[src/rtl/npu_job_ctrl.sv]
// npu_job_ctrl: host-side job initiator for the NPU core.
// Ports:
//   CLKEXT, RST_GLO        clock and asynchronous active-high reset
//   JOB_*                  job word stream in (valid/ready, 32-bit lane word, last)
//   NPU_START, DA..DD      start pulse and registered operand lanes to the core
//   NPU_BUSY/DONE          core status and completion pulse
//   NPU_D_OUT/FIFO_*/RD    core output FIFO head, flags and pop strobe
//   RES_*                  packed 32-bit result stream out (valid/ready, byte count, last)
//   BUSY, TIMEOUT_ERR      controller busy and sticky completion-timeout flag
//   JOB_CNT                completed job counter
module npu_job_ctrl #(
    parameter int TIMEOUT_CYC = 4096,
    parameter int CNT_W       = 16
) (
    input  logic             CLKEXT,
    input  logic             RST_GLO,
    input  logic             JOB_VALID,
    output logic             JOB_READY,
    input  logic [31:0]      JOB_DATA,
    input  logic             JOB_LAST,
    output logic             NPU_START,
    output logic [7:0]       DA,
    output logic [7:0]       DB,
    output logic [7:0]       DC,
    output logic [7:0]       DD,
    input  logic             NPU_BUSY,
    input  logic             NPU_DONE,
    input  logic [7:0]       NPU_D_OUT,
    input  logic             NPU_FIFO_EMPTY,
    input  logic             NPU_FIFO_FULL,
    output logic             NPU_RD,
    output logic             RES_VALID,
    input  logic             RES_READY,
    output logic [31:0]      RES_DATA,
    output logic [2:0]       RES_BYTES,
    output logic             RES_LAST,
    output logic             BUSY,
    output logic             TIMEOUT_ERR,
    output logic [CNT_W-1:0] JOB_CNT
);
    localparam int TW = $clog2(TIMEOUT_CYC) + 1;

    typedef enum logic [2:0] {IDLE, LOAD, WAIT_DONE, DRAIN, ERR} state_t;

    state_t        state, nxt;
    logic [TW-1:0] wcnt;
    logic          inflight;
    logic [31:0]   pk_data;
    logic [2:0]    pk_n;
    logic          accept, timeout, drain_idle, rel_full, rel_last, res_fire;

    // Packer doubles as the result register, so nothing moves while a word is offered.
    assign RES_DATA   = pk_data;
    assign RES_BYTES  = pk_n;
    assign BUSY       = state != IDLE;
    // Reset gating keeps every output low while RST_GLO is held.
    assign JOB_READY  = (state == IDLE || state == LOAD) && !NPU_FIFO_FULL && !RST_GLO;
    assign accept     = JOB_VALID && JOB_READY;
    assign timeout    = state == WAIT_DONE && !NPU_DONE && wcnt == TW'(TIMEOUT_CYC - 1);
    assign drain_idle = state == DRAIN && !RES_VALID && !inflight;
    assign NPU_RD     = drain_idle && !NPU_FIFO_EMPTY && pk_n != 3'd4;
    assign rel_full   = drain_idle && !NPU_FIFO_EMPTY && pk_n == 3'd4;
    assign rel_last   = drain_idle && NPU_FIFO_EMPTY;
    assign res_fire   = RES_VALID && RES_READY;

    always_ff @(posedge CLKEXT or posedge RST_GLO) begin
        if (RST_GLO) state <= IDLE;
        else         state <= nxt;
    end

    always_comb begin
        nxt = state;
        case (state)
            IDLE:      nxt = accept ? (JOB_LAST ? WAIT_DONE : LOAD) : IDLE;
            LOAD:      nxt = (accept && JOB_LAST) ? WAIT_DONE : LOAD;
            WAIT_DONE: nxt = NPU_DONE ? DRAIN : (timeout ? ERR : WAIT_DONE);
            DRAIN:     nxt = (res_fire && RES_LAST) ? IDLE : DRAIN;
            default:   nxt = IDLE;
        endcase
    end

    always_ff @(posedge CLKEXT or posedge RST_GLO) begin
        if (RST_GLO) begin
            NPU_START   <= 1'b0;
            {DD, DC, DB, DA} <= '0;
            wcnt        <= '0;
            TIMEOUT_ERR <= 1'b0;
            inflight    <= 1'b0;
            pk_data     <= '0;
            pk_n        <= '0;
            RES_VALID   <= 1'b0;
            RES_LAST    <= 1'b0;
            JOB_CNT     <= '0;
        end else begin
            NPU_START <= state == IDLE && accept;
            if (accept) {DD, DC, DB, DA} <= JOB_DATA;
            wcnt <= state == WAIT_DONE ? wcnt + TW'(1) : '0;
            if (state == IDLE && accept) TIMEOUT_ERR <= 1'b0;
            else if (timeout)            TIMEOUT_ERR <= 1'b1;
            inflight <= NPU_RD;
            // Byte popped last cycle is on NPU_D_OUT now.
            if (inflight) begin
                pk_data[{pk_n[1:0], 3'b000} +: 8] <= NPU_D_OUT;
                pk_n <= pk_n + 3'd1;
            end
            if (rel_full || rel_last) begin
                RES_VALID <= 1'b1;
                RES_LAST  <= rel_last;
            end
            if (res_fire) begin
                RES_VALID <= 1'b0;
                RES_LAST  <= 1'b0;
                pk_data   <= '0;
                pk_n      <= '0;
                if (RES_LAST) JOB_CNT <= JOB_CNT + CNT_W'(1);
            end
        end
    end
endmodule

[config.mk]
export PLATFORM = sky130hd
export DESIGN_NAME = npu_job_ctrl
export DESIGN_NICKNAME = d
export VERILOG_FILES = /design/src/rtl/npu_job_ctrl.sv
export SDC_FILE = /design/constraint.sdc
export NUM_CORES = 1
export LEC_CHECK = 0
export CORE_MARGIN = 2
export CORE_UTILIZATION = 42
export DETAILED_ROUTE_END_ITERATION = 8
export HOLD_SLACK_MARGIN = 0.05
export PLACE_DENSITY = 0.78
export SKIP_CTS_REPAIR_TIMING = 1
export SYNTH_ARGS = -nofsm -noshare
export SYNTH_HDL_FRONTEND = slang
export SYNTH_SLANG_ARGS = --single-unit
export TNS_END_PERCENT = 1
[constraint.sdc]
create_clock -name CLKEXT -period 3.6 [get_ports CLKEXT]
set_input_delay 0.72 -clock CLKEXT [delete_from_list [all_inputs] [get_ports CLKEXT]]
set_output_delay 0.72 -clock CLKEXT [all_outputs]
set_load 0.005 [all_outputs]
# [Yosys cells after proc, flatten, opt, wreduce, memory -nomap -nowiden]
# Index checks and enable logic that the tools add are counted.
[totals] register_bits=104 in_bits=49 output_inout_bits=90 wordCells=74
[classes] addsub=4 eq_ne=6 shift=2 muxes=19 n_reduce_logical=29
[op_table] cell="32-bit two-way mux" n=2
[op_table] cell="32-bit bitwise mux" n=1
[op_table] cell="8-bit by 7-bit variable shift with 32-bit output, first input constant" n=1
[op_table] cell="8-bit by 7-bit indexed part select with 32-bit output" n=1
[op_table] cell="16-bit by 1-bit adder with 16-bit output, second input constant" n=1
[op_table] cell="1-bit logical AND" n=15
[op_table] cell="13-bit by 1-bit adder with 13-bit output, second input constant" n=1
[op_table] cell="13-bit by 12-bit equality test with 1-bit output, second input constant" n=1
[op_table] cell="13-bit two-way mux" n=1
[op_table] cell="3-bit two-way mux" n=4
[op_table] cell="3-bit case mux with 4 select lines" n=1
[op_table] cell="2-bit two-way mux" n=4
[op_table] cell="5-bit negator with 7-bit output" n=1
[op_table] cell="3-bit by 2-bit equality test with 1-bit output, second input constant" n=2
[op_table] cell="1-bit logical NOT" n=6
[op_table] cell="1-bit two-way mux" n=6
[op_table] cell="2-bit nonzero test" n=3
[op_table] cell="3-bit by 1-bit adder with 3-bit output, second input constant" n=1
[op_table] cell="3-bit by 1-bit equality test with 1-bit output, second input constant" n=1
[op_table] cell="3-bit equality test, second input constant" n=1
[op_table] cell="3-bit logical NOT" n=1
[op_table] cell="3-bit != test, second input constant" n=1
[op_table] cell="3-bit nonzero test" n=1
[op_table] cell="1-bit logical OR" n=2
[op_table] cell="2-bit AND reduction" n=1

# [Depth between registers and ports, before layout]
[depth] ltp_word=8 mapped_depth=6 ltp_nobuf=5

# [Worst setup path before layout]
# OpenSTA, ideal clock, no wires.
[synth_path] kind="reg2out" startpoint="register pk_n[0] (netlist: RES_BYTES[0])" endpoint="output port NPU_RD" arrival_ns=1.155 path_slack_ns=1.725 path_stages_with_launch=5 cell_sequence="dfrtp_1 > inv_1 > ha_1 > a21oi_1 > and2_1"
[synth_via] elab_chain_cells=2
[synth_rtl] element="from (decl)" line_no="49" text="logic [2:0] pk_n;"
[synth_rtl] element="from (signal assigned)" line_no="104" text="pk_n <= pk_n + 3'd1;"
[synth_rtl] element="3-bit != test" line_no="61" text="assign NPU_RD = drain_idle && !NPU_FIFO_EMPTY && pk_n != 3'd4;"
[synth_rtl] element="1-bit logical AND" line_no="61"
[synth_rtl] element="to (decl)" line_no="31" text="output logic NPU_RD,"
# Every way passes these cells.

# [Worst setup path in the final report]
# Same ends and word-level chain as after synthesis.

==> results.py <==
metrics = {
    "sta": {
        "report.final.hold_viol_count": 0,
        "worst_hold_slack_ns": 0.482,
        "period_needed_ns": 2.92,
        "rsz_0062_raised_after_global_routing": "false",
        "setup-tns-final_ns": 0,
        "slew_headroom": 0.524,
        "worst_slew_pin_slew_ns": 0.714,
        "maxSlewViolCount": 0,
        "setup-violations-final": 0,
        "layout_worst_path_cycle_share": 0.810,
        "maxClockFrequency_mhz": 343,
        "clock_skew_ns": 0.0270,
    },
    "placed_design": {
        "routabilityCongestion": 0.779,
        "hpwl_mm": 7.24,
        "buffer_ports.inserted": 137,
        "numPlacedInstances": 587,
    },
    "floorplanning": {
        "chip_height_um": 106,
        "fp.dieW_um": 106,
        "std_cell_rows": 37,
        "top_level_ports": 139,
        "die_area_sq_um": 11300,
        "core-area_sq_um": 10200,
        "floorplan.initialDensity": 0.428,
    },
    "setup_path": {
        "slowest_stage": "dfrtp_1",
        "crit_chain": "inv_1 > ha_1 > a21oi_1 > and2_1 > clkdlybuf4s50_1",
        "critical_path_required_ns": 2.88,
        "worst-r2r-cell-count": 5,
        "start_kind": "register",
        "capturing_element_type_of_the_critical_path": "output port",
        "ff2ff_setup_slack_ns": 1.59,
        "crit_fanout": 9,
        "worstSetupPathType": "reg2out",
        "cpPeakStageDelay_ns": 0.55,
        "worst-endpoint-arrival_ns": 2.20,
        "cp_num_buf_inv": 2,
        "r2r_start": "RES_BYTES[0]",
        "worstReg2RegEnd": "RES_DATA[30]",
        "crit_family": "buffers and inverters",
    },
    "global_routing": {
        "via_count_of_the_first_global_routing_pass": 3170,
        "grt_first_pass_wirelength_mm": 16.3,
        "initial_antenna_violation_count": 0,
        "gr-usage-all-layers": 0.180,
        "globalRouteOverflowTotal": 0,
        "grt_max_degree": 59,
    },
    "power": {
        "p_per_area_nw_per_um2": 625,
        "fin_total_pwr_mw": 3.81,
        "static-leakage-power_nw": 2.77,
        "largest_voltage_drop_on_the_vdd_net_mv": 0.354,
    },
    "cells_and_area": {
        "finish.net_count": 518,
        "antenna_cells_inserted": 0,
        "layout.cells.non_filler": 603,
        "filler_cell_count": 805,
        "layout-drive-gt1-share": 0.131,
        "area_growth_pct": 39.1,
    },
    "clock_network": {
        "insertion_delay_ns": 0.37,
        "clk_pin_slew_ns": 0.11,
        "cts_buffers": 9,
        "clock_tree.htree_level_count": 3,
        "cts_max_path_buffers": 2,
        "cts_tree": "yes",
        "root_buffer": "clkbuf_8",
        "tritoncts_num_sinks": 104,
    },
    "logic_synthesis": {
        "asyncSetResetFlopFracSynth": 1.00,
        "postSynth.topFlopCell": "dfrtp_1",
        "seq_area_frac_synth": 0.594,
        "ys_seq_elements": 104,
        "synth_enable_flop_cells": 0,
        "syn_area_sq_um": 4380,
        "ys.warnings.count": 0,
        "synthesis.nets": 377,
        "netlist-cell-type-count": 41,
        "synthesis.instances": 321,
        "avgSynthCellArea_sq_um": 13.7,
    },
    "hold_path": {
        "min_delay_worst_endpoint": "JOB_CNT[15]",
        "hold_path.startpoint": "JOB_CNT[15]",
        "hold_path.class": "reg2reg",
        "min_delay_path_depth": 1,
    },
    "detailed_routing": {
        "detail-route-antenna-nets": 0,
        "firstDrtPassIters": 4,
        "total_routed_length_mm": 9.80,
        "remaining_drc_errors": 0,
        "dr.first_iter.drc_count": 81,
        "vias": 3076,
        "routedWlPerCell_um": 16.3,
        "vias_per_cell": 5.10,
    },
    "status": {
        "result_of_the_run": "finished clean",
    },
    "job": {
        "drv_cap": 0,
    },
}
registers in the layout, indices dropped and copies added, names as in the netlist, 3 cells and up:
name and flops:
DB 8, wcnt 13, RES_BYTES 3, JOB_CNT 16
DC 8, RES_DATA 32, state 3, DA 8
DD 8
through the flow:
| stage | setup slack (ns) | instance area (sq um) | util |
|---|---|---|---|
| final | 0.684 | 6090 | 0.596 |
| after CTS | 0.659 | 6090 | 0.596 |
| after detailed placement | 0.767 | 5890 | 0.575 |
| after global placement | 0.792 | 5890 | 0.575 |
| after floorplan | 0.148 | 4380 | - |
| after global routing | 0.526 | 6090 | 0.596 |
cells by family (layout without fill, tap and decap cells):
family,after synthesis,in the layout,share of synthesized area
flops,104,104,0.594
simple gates,86,86,0.117
compound gates,45,45,0.0817
mux,34,34,0.111
xor+xnor,28,28,0.0560
buf+inv,17,163,0.0203
fa+ha+maj,7,7,0.0200
how the worst max path moves through the flow:
stage             startpoint         to  slack, ns  depth (start not counted)
3_3_place_gp   NPU_FIFO_FULL  JOB_READY       0.79                          3
6_report        RES_BYTES[0]     NPU_RD       0.68                          5
3_5_place_dp         RST_GLO  JOB_READY       0.77                          3
2_1_floorplan        RST_GLO      DA[0]       0.15                          1
5_1_grt         RES_BYTES[0]     NPU_RD       0.53                          5
4_1_cts         RES_BYTES[0]     NPU_RD       0.66                          5
area by class of cell:
type                       count  area, sq um  share of cell area
multi-input combinational    200         1690               0.277
tap                          136          170              0.0279
sequential                   104         2600               0.427
timing repair buffer         140         1390               0.229
clock buffer                   9          124              0.0203
clock inverter                 7         85.1              0.0140
inverter                       7         28.8             0.00472
synth_stat cells (all sizes together), types with 6 or more instances:
| library cell | instances | area share |
|---|---|---|
| dfrtp | 104 | 0.59 |
| mux2 | 33 | 0.11 |
| a22o | 32 | 0.064 |
| nor2 | 19 | 0.016 |
| nand2 | 16 | 0.015 |
| xor2 | 15 | 0.030 |
| xnor2 | 13 | 0.026 |
| and3 | 11 | 0.016 |
| nand3 | 10 | 0.013 |
| ha | 7 | 0.020 |
| inv | 7 | 0.0060 |
| nand4 | 7 | 0.010 |
| a21oi | 6 | 0.0069 |
report_power, final:
group | switching (mW) | internal, mW | leakage, nW
clock network | 0.451 | 0.279 | 0.101
logic | 0.441 | 0.911 | 1.30
registers | 0.252 | 1.47 | 1.36
total | 1.14 | 2.66 | 2.77
layout by cell type (no fill, tap or decap), types with 3 or more instances in the layout:
master / n
clkdlybuf4s50_1: 137
dfrtp_1: 104
a22o_1: 32
mux2_4: 28
nor2_1: 19
xor2_1: 15
nand2_1: 15
xnor2_1: 13
and3_1: 11
nand3_1: 9
clkbuf_8: 9
nand4_1: 7
ha_1: 7
a21oi_1: 6
inv_1: 6
mux2_2: 5
nor3_1: 4
clkinv_8: 3
buf_4: 3
routing by layer:
metal / up-vias / global-route usage / wire, um
met4: 0 / 0.0470 / 57
met2: 84 / 0.293 / 4820
met5: - / 0 / 0
met3: 6 / 0.0349 / 356
met1: 1552 / 0.249 / 4570
li1: 1434 / - / -
worst reg2reg max path, delay by kind of cell (launching register included):
family / cells / cell delay, ns
adders and majority gates: 1 / 0.33
buffers and inverters: 1 / 0.13
DFF: 1 / 0.55
and+or+nand+nor: 2 / 0.71
AOI/OAI and AO/OA: 1 / 0.24
No activity file was read; power rests on OpenSTA's default activity.
==> patch 1 (same settings) <==
The 5 states of `state_t` get a one-hot encoding in 5 bits.
--- a/src/rtl/npu_job_ctrl.sv
+++ b/src/rtl/npu_job_ctrl.sv
@@ -40,7 +40,7 @@
 );
     localparam int TW = $clog2(TIMEOUT_CYC) + 1;
 
-    typedef enum logic [2:0] {IDLE, LOAD, WAIT_DONE, DRAIN, ERR} state_t;
+    typedef enum logic [4:0] {IDLE = 5'b00001, LOAD = 5'b00010, WAIT_DONE = 5'b00100, DRAIN = 5'b01000, ERR = 5'b10000} state_t;
 
     state_t        state, nxt;
     logic [TW-1:0] wcnt;
Check against the original RTL: no difference found for any inputs over 10 cycles, from zero or initial values and one cycle with RST_GLO high; not proved beyond that.
==> patch 1 against the original RTL <==
- first-iteration DRC count up 4.9%
- total power down 14%
- combinational power fell by 26%
- wire length is 1.2% lower
- area after synthesis down 0.17%
- cell area down 0.33%
- clock power shrank 5.1%
- critical endpoint unchanged
- highest routed layer unchanged
- largest power group unchanged
- non-clock buffer count unchanged
- setup slack got worse by 0.19 ns
- sequential cell count up 2
==> patch 1: results (changes against the original RTL) <==
The logs give 7130 microns (was 7240 microns) for the HPWL after detailed placement and 0.607 (was 0.594) for the portion of the post-synthesis area used by sequential elements. The logs give 2 (unchanged) for the worst-case clock buffer depth and 3290 (was 3170) for the via count of the first global-routing pass. The number of max-slew violations in the final report was 0 (unchanged); the all-layer global routing usage was 0.177 (was 0.180). The tools report the clock tree root buffer cell as sky130_fd_sc_hd__clkbuf_8 (unchanged).

The placer's final routability congestion estimate is 0.788 (was 0.779). The largest clock skew in the final design was 0.0185 ns (was 0.0270 ns); the wire length of the first global-routing pass was 16000 microns (was 16300 microns). For the number of optimization iterations in the first detailed-route pass, the log shows 4 (unchanged). The adder and majority gate portion of the synthesized area was 0.0172 (was 0.0200). The multiplexer share of the synthesized area is 0.0847 (was 0.111).

The starting DRC count in detailed routing is 85 (was 81). The dominant synthesized flop cell is sky130_fd_sc_hd__dfrtp_1 (unchanged). The maximum VDD drop was 0.328 mV (was 0.354 mV).

The actual slew at the worst max-slew pin is 1.02 ns (was 0.714 ns), and the cell depth of the worst flop-to-flop path is 5 (unchanged). Share of the synthesized netlist area taken by xor and xnor gates: 0.0581 (was 0.0560). For the later-pin clock latency in the skew report, the log shows 0.36 ns.

The logs give 72 (was 59) for the maximum number of pins on one net before global-route repair and 534 (was 518) for the final net count. The level count of the clock H-tree was 3 (unchanged). Cell types occupying the most area after synthesis: sky130_fd_sc_hd__dfrtp_1 60%, sky130_fd_sc_hd__mux2_2 8.2%, sky130_fd_sc_hd__a22o_1 6.4% (was sky130_fd_sc_hd__dfrtp_1 59%, sky130_fd_sc_hd__mux2_4 9.6%, sky130_fd_sc_hd__a22o_1 6.4%). The run finished with clean final reports.

Fraction of final layout cells with drive strength greater than 1: 0.124 (was 0.131). For the final-layout fill cell count, the log shows 853 (was 805). The logs give 391 (was 377) for the net count after synthesis and 0 (unchanged) for the initial antenna violation count. The flip-flop count of the largest register, all copies and words added was 32 (unchanged); the distinct cell type count after synthesis was 39 (was 41).

For the total routed wirelength, the log shows 9680 microns (was 9800 microns). The maximum fanout along the worst path came out at 6 (was 9). The number of inserted diodes came out at 0 (unchanged). The per-cell via count in the routed design is 5.15 (was 5.10), and the number of warnings printed during yosys synthesis is 0 (unchanged). The leakage power was 2.61 nW (was 2.77 nW); the clock-pin slew on the worst setup and hold paths was 0.09 ns (was 0.11 ns). Class of the tightest hold or removal check: reg2reg (unchanged). The complex-gate fraction of the synthesized area came out at 0.0878 (was 0.0817).

The proportion of synthesized flip-flops having asynchronous set or reset works out to 1.00 (unchanged). Top post-synthesis cells by count: 105 x sky130_fd_sc_hd__dfrtp_1, 32 x sky130_fd_sc_hd__a22o_1, 32 x sky130_fd_sc_hd__mux2_2 (was 104 x sky130_fd_sc_hd__dfrtp_1, 32 x sky130_fd_sc_hd__a22o_1, 28 x sky130_fd_sc_hd__mux2_4). The minimum setup slack after placement was 0.859 ns (was 0.767 ns); the number of buffers added by the clock tree synthesis step was 9 (unchanged). The critical path arrival was 2.38 ns (was 2.20 ns); the worst hold path cell count was 1 (unchanged). The number of buffers added on ports is 137 (unchanged).
patch 1: path summary, 6_finish.rpt:
check                                   from      endpoint  slack [ns]
min in group asynchronous            RST_GLO         DD[3]        0.94
worst min-delay path             JOB_CNT[15]   JOB_CNT[15]        0.48
max in group asynchronous            RST_GLO         DA[5]        1.88
worst max register to register  RES_BYTES[0]  RES_DATA[19]        1.31
worst min register to register   JOB_CNT[15]   JOB_CNT[15]        0.48
worst max-delay path                state[1]        NPU_RD        0.50
patch 1: cell type report:
| class | instances | area [sq um] | area share |
|---|---|---|---|
| clock inverters | 6 | 47.5 | 0.00783 |
| inverters | 8 | 32.5 | 0.00536 |
| repair buffers | 140 | 1390 | 0.229 |
| flip-flops and latches | 106 | 2650 | 0.437 |
| well taps | 136 | 170 | 0.0280 |
| clock buffers | 10 | 138 | 0.0227 |
| multi-input cells | 214 | 1640 | 0.270 |
patch 1: metal layers:
metal / track usage / share of wire / vias up
met1: 0.232 / 0.43 / 1597
met4: 0.0423 / 0.0067 / 0
li1: - / - / 1498
met2: 0.296 / 0.49 / 88
met3: 0.0472 / 0.065 / 8
met5: 0 / 0 / -
patch 1: report_power, final:
| part | switching [mW] | leakage, nW | internal, mW | total [mW] |
|---|---|---|---|---|
| sequential | 0.151 | 1.38 | 1.44 | 1.59 |
| clock | 0.415 | 0.0937 | 0.279 | 0.694 |
| combinational | 0.324 | 1.13 | 0.680 | 1.00 |
| total | 0.890 | 2.61 | 2.40 | 3.29 |
patch 1: worst max-delay path: stages (launching register included):
cell and delay, ns:
sky130_fd_sc_hd__dfrtp_1 0.45, sky130_fd_sc_hd__or3_4 0.39, sky130_fd_sc_hd__nor4_1 0.43, sky130_fd_sc_hd__and2_1 0.23
sky130_fd_sc_hd__clkdlybuf4s50_1 0.54
patch 1: cell families after synthesis:
logic type,after synthesis
muxes,33
adders and majority gates,6
and+or+nand+nor,98
AOI/OAI and AO/OA,48
xor gates and xnor gates,29
DFF,106
buffers and inverters,16
patch 1: per-stage QoR:
step / hold slack [ns] / cells / area (sq um) / utilization
floorplan: 0.450 / 336 / 4370 / -
global placement: 0.462 / 604 / 5890 / 0.576
detailed placement: 0.470 / 604 / 5890 / 0.576
CTS: 0.484 / 620 / 6070 / 0.594
global route: 0.521 / 620 / 6070 / 0.594
finish: 0.476 / 620 / 6070 / 0.594
==> patch 2 (same flow settings) <==
Made on the original files. Change the parameter `CNT_W` from 16 to 32.
--- a/src/rtl/npu_job_ctrl.sv
+++ b/src/rtl/npu_job_ctrl.sv
@@ -10,7 +10,7 @@
 //   JOB_CNT                completed job counter
 module npu_job_ctrl #(
     parameter int TIMEOUT_CYC = 4096,
-    parameter int CNT_W       = 16
+    parameter int CNT_W       = 32
 ) (
     input  logic             CLKEXT,
     input  logic             RST_GLO,
Interface: changed (resized JOB_CNT); port bits go from 139 to 155. The function was not compared with the original's and may differ.
==> patch 2 against the original RTL <==
- synthesized cell count rose by 24%
- setup slack got worse by 0.11 ns
- cell area rose by 21%
- critical endpoint unchanged
- via count rose by 22%
- sequential cell count rose by 16
- core utilization rose by 2.0 points
- total power rose by 28%
- clock power rose by 140%
- area after synthesis rose by 18%
- wire length rose by 20%
- non-clock buffer count rose by 16
==> patch 2: results (changes against the original RTL) <==
The via count of the routed design was 3759 (was 3076); the adder and majority gate portion of the synthesized area was 0.0170 (was 0.0200). The number of standard cells in the final layout excluding fillers came out at 716 (was 603). The flow ran to the end, and the final reports show no timing, DRC or antenna violations. The clock tree root buffer cell was sky130_fd_sc_hd__clkbuf_16 (was sky130_fd_sc_hd__clkbuf_8). The leakage power was 3.30 nW (was 2.77 nW). The fmax was 0.331 GHz (was 0.343 GHz).

The tools report the final-layout fill cell count as 961 (was 805). The multiplexer share of the synthesized area was 0.0741 (was 0.111); the net count after synthesis was 453 (was 377). The maximum number of pins on one net before global-route repair was 72 (was 59); the number of instances in the placed design was 684 (was 587). The distinct cell type count after synthesis came out at 45 (was 41). Top post-synthesis cells by count: 120 x sky130_fd_sc_hd__dfrtp_1, 32 x sky130_fd_sc_hd__a22o_1, 30 x sky130_fd_sc_hd__mux2_2 (was 104 x sky130_fd_sc_hd__dfrtp_1, 32 x sky130_fd_sc_hd__a22o_1, 28 x sky130_fd_sc_hd__mux2_4).

The tools report the total routed wirelength as 11800 microns (was 9800 microns). The portion of the post-synthesis area used by sequential elements came out at 0.583 (was 0.594). The tools report the wire length of the first global-routing pass as 19200 microns (was 16300 microns). The clock-pin slew on the worst setup and hold paths works out to 0.05 ns (was 0.11 ns). The met1 capacity usage during global routing is 0.248 (was 0.249), and the fraction of met2 tracks used by global routing is 0.286 (was 0.293). The tools report the maximum VDD drop as 0.326 mV (was 0.354 mV). For the HPWL after detailed placement, the log shows 8290 microns (was 7240 microns).

The placer's final routability congestion estimate is 0.755 (was 0.779). The number of buffers added on ports came out at 153 (was 137). The all-layer global routing usage is 0.188 (was 0.180), and the level count of the clock H-tree is 4 (was 3).
[patch 2: cell count changes in the layout (fill, tap and decap cells not counted), sizes merged, moves of 7 or more]
cell | unedited run | this run
and3 | 11 | 4
clkbuf | 9 | 18
xor2 | 15 | 28
dfrtp | 104 | 120
clkdlybuf4s50 | 137 | 153
nand4 | 7 | 14
nor4 | 3 | 10
[patch 2: final timing paths]
kind,from,end,slack [ns],depth (start not counted)
max in group asynchronous,RST_GLO,DD[7],2.19,3
min in group asynchronous,RST_GLO,TIMEOUT_ERR,0.85,3
setup reg to reg,RES_BYTES[0],RES_DATA[2],1.48,4
hold reg to reg,wcnt[0],wcnt[0],0.45,1
hold / removal,wcnt[0],wcnt[0],0.45,1
setup / recovery,RES_BYTES[0],NPU_RD,0.58,5
[patch 2: per-layer routing]
metal  up-vias  wire [microns]  share of wire
met3        18             777          0.066
li1       1751               -              -
met4         0             204          0.017
met2       133            5540           0.47
met5         -               0              0
met1      1857            5270           0.45
[patch 2: report_power, final]
group          switching (mW)  total, mW  internal [mW]
Clock                   0.593       1.74           1.15
Combinational           0.447       1.26          0.813
Sequential              0.224       1.88           1.65
[patch 2: final cells by class]
type | count | area [sq um] | area share
Multi-Input combinational cell | 248 | 1980 | 0.268
Clock buffer | 18 | 429 | 0.0580
Sequential cell | 120 | 3000 | 0.406
Tap cell | 147 | 184 | 0.0249
Inverter | 13 | 52.6 | 0.00710
Clock inverter | 14 | 181 | 0.0245
Timing Repair Buffer | 156 | 1570 | 0.212
[patch 2: stage by stage]
step                setup WS [ns]  power, mW  instance area [sq um]
floorplan                    1.41       2.37                   5160
global placement            0.753       3.12                   6790
detailed placement          0.758       3.17                   6790
CTS                         0.538       4.94                   7400
global route                0.436       5.14                   7400
finish                      0.576       4.88                   7400
